`config.mk`:
```
export PLATFORM = sky130hd
export DESIGN_NAME = child_resp_collector
export DESIGN_NICKNAME = d
export VERILOG_FILES = /design/src/rtl/collector_pkg.sv /design/src/rtl/collector_fifo.sv /design/src/rtl/child_resp_collector.sv
export SDC_FILE = /design/constraint.sdc
export NUM_CORES = 1
export LEC_CHECK = 0
export CORE_MARGIN = 2
export CORE_UTILIZATION = 55
export DETAILED_ROUTE_END_ITERATION = 7
export PLACE_DENSITY = 0.87
export SYNTH_ARGS = -nofsm -noshare
export SYNTH_HDL_FRONTEND = slang
export SYNTH_HIERARCHICAL = 1
export SYNTH_SLANG_ARGS = --single-unit
export TNS_END_PERCENT = 20
```
`constraint.sdc`:
```
create_clock -name clk -period 7.1 [get_ports clk]
set_input_delay 1.42 -clock clk [delete_from_list [all_inputs] [get_ports clk]]
set_output_delay 1.42 -clock clk [all_outputs]
set_load 0.005 [all_outputs]
```
`src/rtl/collector_pkg.sv`:
```
// Shared constants and helpers for the child response collector.
package collector_pkg;

  localparam int unsigned NUM_CHILDREN_DEF = 5;
  localparam int unsigned DATA_W_DEF       = 16;
  localparam int unsigned FIFO_DEPTH_DEF   = 4;
  localparam int unsigned STAT_W           = 16;

  // Width of the child index carried with each buffered entry.
  function automatic int unsigned src_w(input int unsigned n);
    return (n < 2) ? 1 : $clog2(n);
  endfunction

  function automatic int unsigned entry_w(input int unsigned n, input int unsigned dw);
    return src_w(n) + dw;
  endfunction

  // Round-robin successor of cur, wrapping at n.
  function automatic int unsigned rr_next(input int unsigned cur, input int unsigned n);
    return (cur + 1 >= n) ? 0 : cur + 1;
  endfunction

endpackage

```
`src/rtl/collector_fifo.sv`:
```
// Synchronous FIFO with registered storage; DEPTH must be a power of two.
module collector_fifo #(
  parameter int unsigned WIDTH = 8,
  parameter int unsigned DEPTH = 4
) (
  input  logic             clk,
  input  logic             rst_n,
  input  logic             push,
  input  logic [WIDTH-1:0] push_data,
  input  logic             pop,
  output logic [WIDTH-1:0] pop_data,
  output logic             full,
  output logic             empty
);

  localparam int unsigned AW    = $clog2(DEPTH);
  localparam int unsigned CNT_W = AW + 1;

  logic [WIDTH-1:0] mem_q [DEPTH];
  logic [AW-1:0]    wr_ptr_q, wr_ptr_d;
  logic [AW-1:0]    rd_ptr_q, rd_ptr_d;
  logic [CNT_W-1:0] count_q, count_d;
  logic             push_ok, pop_ok;

  assign full     = (count_q == CNT_W'(DEPTH));
  assign empty    = (count_q == '0);
  assign push_ok  = push && !full;
  assign pop_ok   = pop && !empty;
  assign pop_data = mem_q[rd_ptr_q];

  always_comb begin
    wr_ptr_d = wr_ptr_q;
    rd_ptr_d = rd_ptr_q;
    count_d  = count_q;
    if (push_ok) wr_ptr_d = wr_ptr_q + AW'(1);
    if (pop_ok)  rd_ptr_d = rd_ptr_q + AW'(1);
    if (push_ok && !pop_ok)      count_d = count_q + CNT_W'(1);
    else if (!push_ok && pop_ok) count_d = count_q - CNT_W'(1);
  end

  // Storage is cleared on reset so the head reads zero before the first push.
  always_ff @(posedge clk) begin
    if (!rst_n) begin
      for (int i = 0; i < int'(DEPTH); i++) mem_q[i] <= '0;
      wr_ptr_q <= '0;
      rd_ptr_q <= '0;
      count_q  <= '0;
    end else begin
      if (push_ok) mem_q[wr_ptr_q] <= push_data;
      wr_ptr_q <= wr_ptr_d;
      rd_ptr_q <= rd_ptr_d;
      count_q  <= count_d;
    end
  end

endmodule

```
`src/rtl/child_resp_collector.sv`:
```
// Round-robin collector of child response streams into one tagged upstream FIFO.
// Optional COLLECTOR_STATS_EN adds a saturating stat_total accept counter.
module child_resp_collector
  import collector_pkg::*;
#(
  parameter int unsigned NUM_CHILDREN = NUM_CHILDREN_DEF,
  parameter int unsigned DATA_W       = DATA_W_DEF,
  parameter int unsigned FIFO_DEPTH   = FIFO_DEPTH_DEF
) (
  input  logic                             clk,
  input  logic                             rst_n,
  input  logic [NUM_CHILDREN-1:0]          child_valid,
  input  logic [NUM_CHILDREN*DATA_W-1:0]   child_data,
  output logic [NUM_CHILDREN-1:0]          child_ready,
  output logic                             up_valid,
  output logic [DATA_W-1:0]                up_data,
  output logic [$clog2(NUM_CHILDREN)-1:0]  up_src,
  input  logic                             up_ready
`ifdef COLLECTOR_STATS_EN
  ,
  output logic [STAT_W-1:0]                stat_total
`endif
);

  localparam int unsigned SRC_W = $clog2(NUM_CHILDREN);
  localparam int unsigned ENT_W = SRC_W + DATA_W;

  logic [SRC_W-1:0]  rr_ptr_q, rr_ptr_d;
  logic [SRC_W-1:0]  gnt_idx;
  logic              gnt_found;
  logic [DATA_W-1:0] gnt_data;
  logic              accept;
  logic              fifo_full, fifo_empty;
  logic [ENT_W-1:0]  fifo_head;

  // Two passes: children at or after rr_ptr first, then the wrapped-around ones.
  always_comb begin
    gnt_found = 1'b0;
    gnt_idx   = '0;
    gnt_data  = '0;
    for (int i = 0; i < int'(NUM_CHILDREN); i++) begin
      if (!gnt_found && child_valid[SRC_W'(i)] && (SRC_W'(i) >= rr_ptr_q)) begin
        gnt_found = 1'b1;
        gnt_idx   = SRC_W'(i);
        gnt_data  = child_data[i*DATA_W +: DATA_W];
      end
    end
    for (int i = 0; i < int'(NUM_CHILDREN); i++) begin
      if (!gnt_found && child_valid[SRC_W'(i)]) begin
        gnt_found = 1'b1;
        gnt_idx   = SRC_W'(i);
        gnt_data  = child_data[i*DATA_W +: DATA_W];
      end
    end
  end

  // A full FIFO accepts nothing, even when the head pops this cycle.
  always_comb begin
    child_ready = '0;
    if (rst_n && gnt_found && !fifo_full) child_ready[gnt_idx] = 1'b1;
  end

  assign accept = |child_ready;

  always_comb begin
    rr_ptr_d = rr_ptr_q;
    if (accept) rr_ptr_d = SRC_W'(rr_next(32'(gnt_idx), NUM_CHILDREN));
  end

  always_ff @(posedge clk) begin
    if (!rst_n) rr_ptr_q <= '0;
    else        rr_ptr_q <= rr_ptr_d;
  end

  collector_fifo #(
    .WIDTH (ENT_W),
    .DEPTH (FIFO_DEPTH)
  ) u_fifo (
    .clk       (clk),
    .rst_n     (rst_n),
    .push      (accept),
    .push_data ({gnt_idx, gnt_data}),
    .pop       (up_valid && up_ready),
    .pop_data  (fifo_head),
    .full      (fifo_full),
    .empty     (fifo_empty)
  );

  assign up_valid          = !fifo_empty;
  assign {up_src, up_data} = fifo_head;

`ifdef COLLECTOR_STATS_EN
  logic [STAT_W-1:0] stat_q, stat_d;

  always_comb begin
    stat_d = stat_q;
    if (accept && (stat_q != '1)) stat_d = stat_q + STAT_W'(1);
  end

  always_ff @(posedge clk) begin
    if (!rst_n) stat_q <= '0;
    else        stat_q <= stat_d;
  end

  assign stat_total = stat_q;
`endif

endmodule

```
==> impl_metrics.env <==
export IMPL_synth_cell_type_count=68
export IMPL_critPathMaxStageDelay_ns=0.96
export IMPL_firstDrtPassIters=5
export IMPL_min_path_cells=2
export IMPL_fin_nets=580
export IMPL_clkLatencyLatePin_ns=0.35
export IMPL_synth_main_ff_cell="edfxtp_1"
export IMPL_holdWs_ns=0.567
export IMPL_max_freq_ghz=0.162
export IMPL_r2r_end="u_fifo/count_q[2]"
export IMPL_cp_end_kind="output port"
export IMPL_vias_per_cell=5.97
export IMPL_ios=113
export IMPL_cap_viol_max_count=0
export IMPL_hold_buffers=0
export IMPL_power_total_uw=1850
export IMPL_final_common_cell="clkdlybuf4s50_1"
export IMPL_gp_congestion=0.905
export IMPL_drc_errors=0
export IMPL_crit_chain="clkdlybuf4s50_1 > nor2b_1 > o21a_1 > o31ai_2 > or2_2 > inv_1 > ha_1 > and2_1 > clkdlybuf4s50_1"
export IMPL_start_util_pct=56.3
export IMPL_fin_crit_sh_pct=87.2
export IMPL_outcome="finished, final reports clean"
export IMPL_crit_top_cell="clkdlybuf4s50_1"
export IMPL_grt_usage_pct=24.7
export IMPL_syn2layout_area_growth_pct=25.5
export IMPL_cts_tree="done"
export IMPL_multi_input_area_sq_um=2220
export IMPL_tightest_slew_ns=1.17
export IMPL_synth_seq_area_share_pct=51.6
export IMPL_cts_root_buffer="clkbuf_8"
export IMPL_synthCells=393
export IMPL_grt_pass1_wl_um=18400
export IMPL_r2r_cells=15
export IMPL_setup_worst_path_class="primary input to output port"
export IMPL_ctsLongestPathBuffers=2
export IMPL_tns_ns=0
export IMPL_fillers=599
export IMPL_clock_sinks=88
export IMPL_ir_drop_mv=0.140
export IMPL_p_leak_uw=0.00229
export IMPL_diodes=0
export IMPL_async_flop_share_pct=0
export IMPL_overflow=0
export IMPL_hold_start="rr_ptr_q[0]"
export IMPL_hpwl_um=7840
export IMPL_critPathSlowestCell="o31ai_2"
export IMPL_num_rows=34
export IMPL_required_ns=5.68
export IMPL_via_count=3564
export IMPL_layout_common_cells="94 x clkdlybuf4s50_1, 76 x edfxtp_1, 67 x and2_1"
export IMPL_slew_violations=0
export IMPL_finalWirelength_um=11500
export IMPL_setup_viol=0
export IMPL_die_w_um=98.3
export IMPL_rrSetupSlack_ns=2.66
export IMPL_rsz0062_at_grt="no"
export IMPL_cp_start_kind="primary input"
export IMPL_drive_above_1_share_pct=15.3
export IMPL_synth_top_area_share_pct=46.7
export IMPL_regArea_sq_um=2520
export IMPL_yosys_area_top_type="edfxtp_1"
export IMPL_numCtsBuffers=9
export IMPL_avgSynthCellArea_sq_um=12.4
export IMPL_grt_max_degree=22
export IMPL_cts_reportedPaths_clkPinSlew_ns=0.08
export IMPL_grt_pass1_vias=3684
export IMPL_reg2reg_from="rr_ptr_q[0]"
export IMPL_cts_repair_resize_count=0
export IMPL_ant_nets=0
export IMPL_min_period_ns=6.19
export IMPL_worstPathArrival_ns=4.77
export IMPL_fin_skew_ns=0.0112
export IMPL_die_area_sq_um=9660
export IMPL_synth_enable_flop_cells=76
export IMPL_ys_warnings_count=6
export IMPL_cts_setup_buffers=0
export IMPL_synth_seq_cells=88
export IMPL_hold_end="rr_ptr_q[0]"
export IMPL_powerDensity_nw_per_um2=301
export IMPL_routedWlPerCell_um=19.3
export IMPL_maxSlewHeadroom_pct=21.8
export IMPL_drtIter0Drc=224
export IMPL_io_buffers=94
export IMPL_cp_max_fo=13
export IMPL_min_path_type="flip-flop to flip-flop"
export IMPL_syn_cell_area_sq_um=4890
export IMPL_die_h_um=98.3
export IMPL_htree_num_levels=3
export IMPL_synthTopCellsByArea="edfxtp_1 47%, mux4_2 8.8%, and2_1 8.6%"
export IMPL_antenna_found_initial=0
export IMPL_core_sq_um=8680
export IMPL_finalHoldViolations=0
-- cell families (layout without fill, tap and decap cells) --
logic type	count (synthesis)	in the layout	synth area share, %
DFF	88	88	51.6
xor gates and xnor gates	4	4	0.717
other	1	5	0.0767
buffers and inverters	33	125	4.02
AOI/OAI and AO/OA	69	69	11.4
adders and majority gates	7	7	1.94
muxes	23	23	9.57
and+or+nand+nor	168	168	20.7
-- metal layers --
layer  wire [um]  global-route usage (%)  vias to the layer above
met4         232                    9.06                        0
met3         901                    6.30                       19
li1            -                       -                     1651
met5           0                       0                        -
met2        5960                    43.8                      161
met1        4440                    29.1                     1733
-- flip-flops by register name (all words and copies together) (netlist names), named ones only --
| name | cells |
|---|---|
| u_fifo/wr_ptr_q | 2 |
| u_fifo/rd_ptr_q | 2 |
| u_fifo/mem_q | 76 |
| rr_ptr_q | 3 |
| u_fifo/count_q | 3 |
-- cells in the mapped netlist (8+ instances only) --
master    number
edfxtp_1      76
dfxtp_1       12
nand2_1       35
nor2b_1        8
o21ai_0       13
inv_1         10
and2_1        67
mux4_2        19
and2_2         9
and2_4         8
a222oi_1      11
nor2_1         9
-- report_power, final --
part	internal [uW]	total, uW	leakage, uW	switching [uW]
registers	673	726	0.000890	53.1
clock network	232	400	0.000113	167
logic	373	723	0.00129	350
-- through the flow --
stage / setup slack, ns / area (sq um) / instances / util (%)
floorplan: 2.31 / 4900 / 397 / -
global placement: 0.997 / 5900 / 582 / 68.0
detailed placement: 0.777 / 5900 / 582 / 68.0
CTS: 0.933 / 6130 / 597 / 70.7
global route: 0.744 / 6130 / 597 / 70.7
finish: 0.910 / 6130 / 597 / 70.7
-- how the worst max path moves through the flow --
stage,endpoint,from
global route,child_ready[1],child_valid[0]
floorplan,u_fifo/mem_q[1][0],child_valid[2]
CTS,child_ready[1],child_valid[0]
finish,child_ready[1],child_valid[0]
global placement,u_fifo/count_q[2],child_valid[0]
detailed placement,u_fifo/count_q[2],child_valid[0]
-- layout make-up --
class / instances / share of cell area [%]
Multi-Input combinational cell: 276 / 36.2
Sequential cell: 88 / 41.1
Clock buffer: 10 / 2.08
Clock inverter: 5 / 1.73
Inverter: 11 / 0.673
Tap cell: 108 / 2.20
Timing Repair Buffer: 99 / 15.9
-- worst max-delay path: cells and delay by family --
family | cells | cell delay [ns]
AO/OA/AOI/OAI | 2 | 1.17
adder cells (fa/ha/maj) | 1 | 0.20
buffers and inverters | 3 | 1.19
AND/OR/NAND/NOR | 3 | 0.78
No activity file was read; power rests on OpenSTA's default activity.
==> edit 1, RTL diff (same flow settings) <==
Add a define of `COLLECTOR_STATS_EN`.
--- a/src/rtl/child_resp_collector.sv
+++ b/src/rtl/child_resp_collector.sv
@@ -1,5 +1,7 @@
 // Round-robin collector of child response streams into one tagged upstream FIFO.
 // Optional COLLECTOR_STATS_EN adds a saturating stat_total accept counter.
+`define COLLECTOR_STATS_EN
+
 module child_resp_collector
   import collector_pkg::*;
 #(
Function (old outputs only; new: stat_total): kept (equiv_simple and equiv_induct, registers matched by name and starting in step).
==> edit 1 against the original RTL <==
Non-clock buffer count up 19; largest cell class unchanged; final area up 16%; setup slack better by 0.47 ns; sequential cell count up 16; worst hold slack worse by 0.051 ns; power up 1.2%; routed wire length up 16%; register-to-register slack better by 0.28 ns; fmax up 8.3%; clock power down 8.0%; combinational power down 3%; critical path type unchanged; via count up 19%; first-iteration DRC count up 51%; synthesized area up 16%.
==> edit 1: results (changes against the original RTL) <==
outcome:
  outcome: "completed"
grt:
  grt_pass1_vias: 4297  # +17%
  met1_usage_pct: 30.6  # +1.5 points
  grt_max_degree: 24  # +9.1%
  grt_pass1_wl_mm: 21.4  # +16%
  use_met2_pct: 42.2  # -1.6 points
  grt_use_total_pct: 24.8  # about the same
  grtUsageMet3_pct: 5.94  # -0.36 points
cts:
  clk_path_buf_depth: 2  # unchanged
  clock_latency_ns: 0.37  # +0.02 ns
logic_synthesis:
  ys_seq_area_share_pct: 50.2  # -1.4 points
  synth_mux_area_share_pct: 10.5  # +0.89 points
  synth_xor_area_share_pct: 1.39  # +0.67 points
  synth.distinct_cells: 64  # -5.9%
  synth.top_cells.by_count: "76 x edfxtp_1, 69 x and2_1, 28 x dfxtp_1"
  synth_area_leaders: "edfxtp_1 40%, dfxtp_1 9.9%, and2_1 7.6%"
  synth_compound_area_share_pct: 12.3  # +0.88 points
worst_setup_path:
  arrival_ns: 4.30  # -0.47 ns
  endpoint: "child_ready[3]"
  slowest_delay_ns: 0.62  # -0.34 ns
  reg2reg_from: "rr_ptr_q[1]"
  cpMaxStageDelayCell: "clkdlybuf4s50_1"
  crit_path_start: "child_valid[1]"
  crit_fanout: 14  # +1
  reg2reg_depth: 18  # +3
place:
  place_area_sq_um: 6920  # +17%
  dp_hpwl_mm: 9.21  # +17%
  placedCellCount: 708  # +22%
  place_congestion: 0.863  # -4.7%
  pre_cts_ws_ns: 1.12  # +0.343 ns
  io_buffers: 110  # +17%
final_layout:
  nNetsFinal: 678  # +17%
power:
  ir_drop_uv: 117  # -16%
  p_leak_nw: 2.66  # +16%
detailed_routing:
  routed-wl-met2_mm: 6.55  # +9.9%
  wirelength_met1_mm: 5.58  # +26%
  vias_per_cell: 5.86  # -1.8%
  wl_per_cell_um: 18.5  # -4.2%
  dr.first_iter.drc_count: 338  # +51%
  wl_mm: 13.4  # +16%
  wl_met3_um: 934  # +3.7%
timing:
  maxSlewHeadroom_pct: 28.4  # +6.6 points
  worst_hold_slack_ns: 0.516  # -0.0508 ns
## edit 1: cell types whose count changed after synthesis, sizes merged, moves of 8 or more
| cell | unedited run | this run |
|---|---|---|
| dfxtp | 12 | 28 |
| nand2 | 35 | 19 |
| o22ai | 2 | 14 |
| a21oi | 4 | 15 |
| a222oi | 11 | 0 |
| nor2 | 9 | 19 |
| a22o | 0 | 9 |
| a221o | 1 | 9 |
| and3 | 3 | 11 |
## edit 1: area by class of cell
type	count	area, sq um
multi-input combinational	334	2680
inverter	16	65.1
clock inverter	6	68.8
fill	708	3070
tap	136	170
timing repair buffer	118	1160
sequential	104	2840
clock buffer	10	128
## edit 1: where the power goes
part	internal (mW)	total, mW	switching (mW)
sequential	0.753	0.799	0.0467
clock	0.165	0.368	0.203
combinational	0.373	0.704	0.331
total	1.29	1.87	0.581
==> edit 2, RTL diff (config.mk and constraints unchanged) <==
Without the edit above. The package constant `FIFO_DEPTH_DEF` goes from 4 to 2.
--- a/src/rtl/collector_pkg.sv
+++ b/src/rtl/collector_pkg.sv
@@ -3,7 +3,7 @@
 
   localparam int unsigned NUM_CHILDREN_DEF = 5;
   localparam int unsigned DATA_W_DEF       = 16;
-  localparam int unsigned FIFO_DEPTH_DEF   = 4;
+  localparam int unsigned FIFO_DEPTH_DEF   = 2;
   localparam int unsigned STAT_W           = 16;
 
   // Width of the child index carried with each buffered entry.
Check against the original RTL: not equivalent (a bounded check fails within 4 cycles, from zero or initial values and one cycle with rst_n low).
==> edit 2 against the original RTL <==
Routed wire length decreased by 34%; combinational power decreased by 27%; clock skew decreased by 0.0057 ns; global-route usage increased by 1.7 points; sequential cell count decreased by 42; synthesized area decreased by 39%; power decreased by 42%; setup slack improved by 0.084 ns; final area decreased by 35%.
==> edit 2: results (changes against the original RTL) <==
grt:
  grt_use_total_pct: 26.4  # +1.7 points
  grt_pass1_wl_mm: 12.5  # -32%
  antenna_found_initial: 0  # unchanged
  met1_usage_pct: 32.5  # +3.4 points
  grtUsageMet3_pct: 5.58  # -0.72 points
  grt_max_degree: 31  # +41%
cts:
  numCtsBuffers: 5  # -4
  htreeDepth: 2  # -1
  clock_latency_ns: 0.30  # -0.05 ns
detailed_routing:
  wl_met3_um: 575  # -36%
  vias: 2681  # -25%
  routed-wl-met2_mm: 3.87  # -35%
  firstDrtPassIters: 6  # +1
  dr.first_iter.drc_count: 277  # +24%
  wirelength_met1_mm: 3.09  # -30%
final_layout:
  nNetsFinal: 491  # -15%
  largestRegisters: "u_fifo/mem_q x38, rr_ptr_q x3, u_fifo/count_q x2"
timing:
  skew_ns: 0.00550  # -0.00572 ns
  finalHoldViolCount: 0  # unchanged
  tightest_slew_ns: 1.13  # -0.0364 ns
logic_synthesis:
  synth_seq_cells: 46  # -48%
  synth_area_leaders: "edfxtp_1 38%, mux2_2 7.2%, nand2_1 6.6%"
  synth.distinct_cells: 58  # -15%
  ys_seq_area_share_pct: 43.8  # -7.8 points
  synth.top_cells.by_count: "52 x nand2_1, 48 x nor2_1, 38 x edfxtp_1"
  synth_edf_count: 38  # -50%
  avgSynthCellArea_sq_um: 9.58  # -23%
power:
  p_leak_nw: 1.52  # -34%
  ir_drop_uv: 190  # +36%
  p_int_mw: 0.708  # -45%
place:
  place_congestion: 0.959  # +5.9%
  dp_hpwl_mm: 5.53  # -30%
  place_area_sq_um: 3920  # -34%
  pre_cts_ws_ns: 1.02  # +0.245 ns
worst_setup_path:
  slowest_delay_ns: 0.93  # -0.03 ns
outcome:
  outcome: "completed"
==> edit 2: cell types whose count changed after synthesis, sizes merged, moves of 17 or more <==
cell / change
and2: -77
nor2: +39
edfxtp: -38
mux2: +19
mux4: -19
nand2: +17
==> edit 2: layout make-up <==
| cell class | count | area [sq um] |
|---|---|---|
| multi-input cells | 237 | 1520 |
| flip-flops and latches | 46 | 1300 |
| fillers | 360 | 1180 |
| repair buffers | 98 | 971 |
| well taps | 70 | 87.6 |
| clock buffers | 5 | 68.8 |
| inverters | 9 | 33.8 |
| clock inverters | 2 | 10.0 |
==> edit 2: final timing paths <==
check	slack, ns	start	to	cells past startpoint
setup / recovery	0.99	child_valid[0]	child_ready[0]	9
hold / removal	0.52	u_fifo/count_q[1]	u_fifo/count_q[1]	2
setup reg to reg	2.57	rr_ptr_q[2]	u_fifo/mem_q[0][1]	10
hold reg to reg	0.52	u_fifo/count_q[1]	u_fifo/count_q[1]	2
==> edit 2: power groups by stage <==
stage                     Sequential, mW  Clock [mW]  Combinational [mW]
after floorplan                    0.389           0               0.337
after global placement             0.407           0               0.513
after detailed placement           0.412           0               0.523
after CTS                          0.406       0.151               0.526
after global routing               0.415       0.163               0.578
final                              0.406       0.149               0.526
==> edit 2: tightest hold or removal path, delay by kind of cell, from the launching register on <==
kind	cells	cell delay, ns
AO/OA/AOI/OAI	2	0.14
flip-flops	1	0.34
==> edit 2: logic make-up after synthesis <==
logic type      Yosys count  synth area share, %
flops                    46                 43.8
mux                      22                 8.21
other cells               1                0.126
buf+inv                  28                 5.10
compound gates           65                 17.7
xor+xnor                  3                0.885
fa+ha+maj                 6                 2.53
simple gates            139                 21.6
